$ cat src/rtl/csa_accum.sv
// Streaming multi-operand accumulator: folds one operand per beat into a carry-save
// sum/carry pair, then resolves it with a single carry-propagate add on the packet's last beat.
// Optional unsigned overflow flag (port out_ovf) when CSA_ACC_OVF_EN is defined.
`timescale 1ns/1ps

module csa_accum #(
  parameter int WIDTH = 32
) (
  input  logic             clk,
  input  logic             rst_n,
  input  logic             in_valid,
  output logic             in_ready,
  input  logic [WIDTH-1:0] in_data,
  input  logic             in_last,
  output logic             out_valid,
  input  logic             out_ready,
  output logic [WIDTH-1:0] out_data
`ifdef CSA_ACC_OVF_EN
  ,
  output logic             out_ovf
`endif
);

  typedef enum logic [1:0] {
    ACC     = 2'd0,
    RESOLVE = 2'd1,
    OUT     = 2'd2
  } state_t;

  state_t           state, state_nxt;
  logic [WIDTH-1:0] s_reg, c_reg;
  logic [WIDTH-1:0] csa_sum, csa_carry;
  logic             beat_acc;
  logic             out_hs;

  assign beat_acc = in_valid & in_ready;
  assign out_hs   = out_valid & out_ready;

  // 3:2 compressor; the carry word is pre-shifted so its top carry falls off the end.
  assign csa_sum   = s_reg ^ c_reg ^ in_data;
  assign csa_carry = ((s_reg & c_reg) | (s_reg & in_data) | (c_reg & in_data)) << 1;

`ifdef CSA_ACC_OVF_EN
  logic             drop;
  logic             csa_top;
  logic [WIDTH:0]   res_full;

  assign csa_top  = (s_reg[WIDTH-1] & c_reg[WIDTH-1]) | (s_reg[WIDTH-1] & in_data[WIDTH-1]) |
                    (c_reg[WIDTH-1] & in_data[WIDTH-1]);
  assign res_full = {1'b0, s_reg} + {1'b0, c_reg};
`endif

  // NOTE: state-holding processes use non-blocking assignments so every register
  // samples pre-edge values, independent of process evaluation order.
  always_ff @(posedge clk or negedge rst_n) begin
    if (!rst_n) begin
      state <= ACC;
    end else begin
      state <= state_nxt;
    end
  end

  // NOTE: each combinational output gets a default first, so no path leaves it
  // unassigned and no latch is inferred.
  always_comb begin
    state_nxt = state;
    unique case (state)
      ACC:     if (beat_acc && in_last) state_nxt = RESOLVE;
      RESOLVE: state_nxt = OUT;
      OUT:     if (out_ready) state_nxt = ACC;
      default: state_nxt = ACC;
    endcase
  end

  always_comb begin
    in_ready  = 1'b0;
    out_valid = 1'b0;
    unique case (state)
      ACC:     in_ready  = 1'b1;
      OUT:     out_valid = 1'b1;
      default: ;
    endcase
  end

  always_ff @(posedge clk or negedge rst_n) begin
    if (!rst_n) begin
      s_reg    <= '0;
      c_reg    <= '0;
      out_data <= '0;
`ifdef CSA_ACC_OVF_EN
      drop     <= 1'b0;
      out_ovf  <= 1'b0;
`endif
    end else begin
      unique case (state)
        ACC: begin
          if (beat_acc) begin
            s_reg <= csa_sum;
            c_reg <= csa_carry;
`ifdef CSA_ACC_OVF_EN
            drop  <= drop | csa_top;
`endif
          end
        end
        RESOLVE: begin
`ifdef CSA_ACC_OVF_EN
          out_data <= res_full[WIDTH-1:0];
          // Any carry lost during accumulation already means the true sum wrapped.
          out_ovf  <= drop | res_full[WIDTH];
`else
          out_data <= s_reg + c_reg;
`endif
        end
        OUT: begin
          if (out_hs) begin
            s_reg <= '0;
            c_reg <= '0;
`ifdef CSA_ACC_OVF_EN
            drop  <= 1'b0;
`endif
          end
        end
        default: ;
      endcase
    end
  end

endmodule

$ cat config.mk
export PLATFORM = sky130hd
export DESIGN_NAME = csa_accum
export DESIGN_NICKNAME = d
export VERILOG_FILES = /design/src/rtl/csa_accum.sv
export SDC_FILE = /design/constraint.sdc
export NUM_CORES = 1
export LEC_CHECK = 0
export CAP_MARGIN = 20
export CORE_ASPECT_RATIO = 0.5
export CORE_MARGIN = 8
export CORE_UTILIZATION = 45
export CTS_BUF_LIST = sky130_fd_sc_hd__clkbuf_16
export CTS_CLUSTER_DIAMETER = 80
export DETAILED_ROUTE_END_ITERATION = 10
export HOLD_SLACK_MARGIN = 0.08
export PLACE_DENSITY_LB_ADDON = 0.08
export SKIP_CTS_REPAIR_TIMING = 1
export SLEW_MARGIN = 25
export SYNTH_ARGS = -nofsm -noshare
export SYNTH_HDL_FRONTEND = slang
export SYNTH_SLANG_ARGS = --single-unit
$ cat constraint.sdc
create_clock -name clk -period 2.8 [get_ports clk]
set_input_delay 0.42 -clock clk [delete_from_list [all_inputs] [get_ports clk]]
set_output_delay 0.42 -clock clk [all_outputs]
set_load 0.01 [all_outputs]
==> summary.md <==
For the worst-skew pair, the clock arrives at the later sink with an insertion delay of 350 ps. Number of nets in the synthesized netlist: 634. The tools report the final count of negative-setup-slack endpoints as 0.

The logs give 0.421 for the share of the yosys chip area belonging to registers and 51 for the count of unique library cells instantiated by Yosys. For the worst slew slack as a fraction of its limit, the log shows 0.547. The library cell used most frequently in the layout, excluding fill and tap cells, is dfrtp_1. 71 I/O pins were placed.

After detailed routing, the average wire length per cell comes to 17.4 um. The post-synthesis area per instance came out at 10.8 um2. Walking the worst path, the cells encountered are ha_1 -> a21o_1 -> a31o_1 -> o211ai_1 -> nand3b_2 -> a2111oi_4 -> o21a_1 -> o211ai_1. Global routing finished with a remaining overflow of 0.

The worst-case register-to-register setup slack was 210 ps; the total count of max-transition violations in the final report was 0. The cell repeated most along the worst path was o211ai_1. Fill cells in the final layout number 1131. The post-placement setup slack was 243 ps; the highest achievable clock rate was 0.386 GHz.

The number of failing hold endpoints at the final stage came out at 0. The completed layout was analyzed and its total power is 7.96 mW. The final critical-path share of the clock period is 0.926. The logs give 0 for the antenna diode count and 0.458 for the initial core utilization. Across the routed clock network, the largest skew measured is 8.03 ps. At the pin with the least slew margin, the transition time is 680 ps. The worst setup path is captured at a flop. For the cell area after synthesis, the log shows 5770 um2. The core region is 12600 um2. The flow ran to the end, and the final reports show no timing, DRC or antenna violations. The run gives 29 as the cell row count. The maximum number of pins on one net before global-route repair is 64, and the maximum cell stage delay along the critical path is 420 ps. The number of antenna violations at the first check in global routing came out at 0. The run gives 0 ps as the final total negative setup slack.

The tools report the HPWL reported at the end of detailed placement as 9910 um. Vertical die dimension: 96.0 um. The via count of the routed design came out at 4325.

The worst path meets setup with 207 ps of slack. In the synthesized netlist the dominant register cell turns out to be dfrtp_1. The die outline width is 176 um. The critical path is of the reg2reg type.

IR analysis of the VDD net gives a maximum drop of 0.450 mV. The run gives 0.167 as the combined global-route utilization of all metal layers. Max-cap violations in this run came to 0.

Data on the critical path arrives at its endpoint at 2810 ps. Classification of the worst-slack hold path: in2async. During placement, the flow inserted port buffers numbering 70.

Clock tree synthesis inserted a total of 9 buffers. After detailed routing, the number of vias per cell comes to 5.60. For the global-route wire length before repair, the log shows 22800 um.

The shortest period the worst path allows was 2590 ps. The endpoint required time on the critical path came out at 3020 ps. The tree is rooted in a clkbuf_16. After clock tree synthesis, the clock-pin slew on the worst setup and hold paths is 70 ps.

The critical path launch point type was a flop. In the layout the commonest cells are dfrtp_1, clkdlybuf4s50_1, a22o_1. The via count of the first global-routing pass was 4252. The global placer's final weighted congestion is 0.859, and the share of async-settable or async-resettable flops after synthesis is 1.00. The fraction of layout instances using a drive strength above 1 is 0.0581.

The slowest stage of the critical path belongs to the cell dfrtp_1. The cell count after synthesis is 535. Counting flops and latches in the post-synthesis netlist gives 97. The run gives 696 as the final layout net count.

TritonCTS built the clock tree. Of all nets on the critical path, the largest fanout is 5. The ratio of total power to cell area was 1150 nW/um2; the number of sinks on the clock net was 97. The H-tree generated during clock tree synthesis spans 3 levels.

Relative to the synthesized area, the layout overhead comes to 20.4%. Hold is met by 73.9 ps. The detailed router finished its first iteration with 337 violations. Counting along the longest clock path gives a buffer depth of 2. The DRC violation count after routing was 0; the final antenna-violating net count was 0.

Total wire length: 13400 um. Setup repair after global routing left no endpoint under its margin. Yosys printed 0 warnings. Yosys mapped a number of flops with a built-in enable equal to 0. The number of buffers and inverters on the critical path is 0.

For this run, the detailed router's first-pass iteration total came to 5. In this run the static leakage power is 3.18 nW. The cell family contributing the most delay on the critical path is compound AO/OA/AOI/OAI gates. For the area enclosed by the die boundary, the log shows 16900 um2.
==> cells in the mapped netlist, types with 6 or more instances <==
cell,number,area share
nand3_1,7,0.0061
ha_1,31,0.067
clkbuf_1,24,0.016
nand2_1,58,0.038
fa_1,31,0.11
a21o_1,11,0.014
nor2_1,22,0.014
inv_1,16,0.010
o21ai_0,21,0.018
xor2_1,10,0.015
xnor2_1,11,0.017
dfrtp_1,97,0.42
nor2b_1,6,0.0065
a21oi_1,37,0.032
and3_1,7,0.0076
a22o_1,60,0.091
o21ai_1,14,0.012
==> per-stage QoR <==
stage	area [um2]	utilization	cells
after global routing	6950	0.552	772
after global placement	6670	0.530	756
after CTS	6940	0.551	772
final	6950	0.552	772
after detailed placement	6670	0.530	756
after floorplan	5770	-	535
==> worst reg2reg max path: stages, from the launching register on <==
cell and delay (ps):
dfrtp_1 420, ha_1 380, a21o_1 190, a31o_1 210
o211ai_1 410, nand3b_2 190, a2111oi_4 420, o21a_1 170
o211ai_1 90
==> power breakdown <==
part	switching, mW	internal [mW]
Combinational	2.22	1.99
Clock	0.553	0.603
Sequential	0.583	2.02
==> final cells by class <==
type,count,area [um2],area share
Tap cell,170,213,0.0306
Clock inverter,7,48.8,0.00703
Timing Repair Buffer,76,768,0.111
Multi-Input combinational cell,397,3200,0.461
Clock buffer,9,225,0.0324
Sequential cell,97,2430,0.349
Inverter,16,60.1,0.00865
==> path summary, 6_finish.rpt <==
| check | start | endpoint | depth (start not counted) |
|---|---|---|---|
| max | s_reg[5] | out_data[28] | 8 |
| min | rst_n | c_reg[27] | 1 |
| max reg2reg | s_reg[5] | out_data[28] | 8 |
| min reg2reg | out_data[7] | out_data[7] | 2 |
| max in group asynchronous | rst_n | c_reg[8] | 2 |
| min in group clk | out_data[7] | out_data[7] | 2 |
==> cells by family (layout without fill, tap and decap cells) <==
logic type,after synthesis,count (layout),share of synthesized area
buf+inv,41,108,0.0269
fa+ha+maj,62,62,0.175
xor+xnor,21,21,0.0319
simple gates,122,122,0.101
compound gates,188,188,0.237
flops,97,97,0.421
mux,4,4,0.00716
==> per-layer routing <==
layer,vias to the layer above,track usage,part of all wire
met5,-,0,0
met4,0,0.0336,0.0078
met3,10,0.0360,0.039
met2,88,0.242,0.42
met1,2145,0.252,0.54
li1,2082,-,-
No activity file was read; power rests on OpenSTA's default activity.
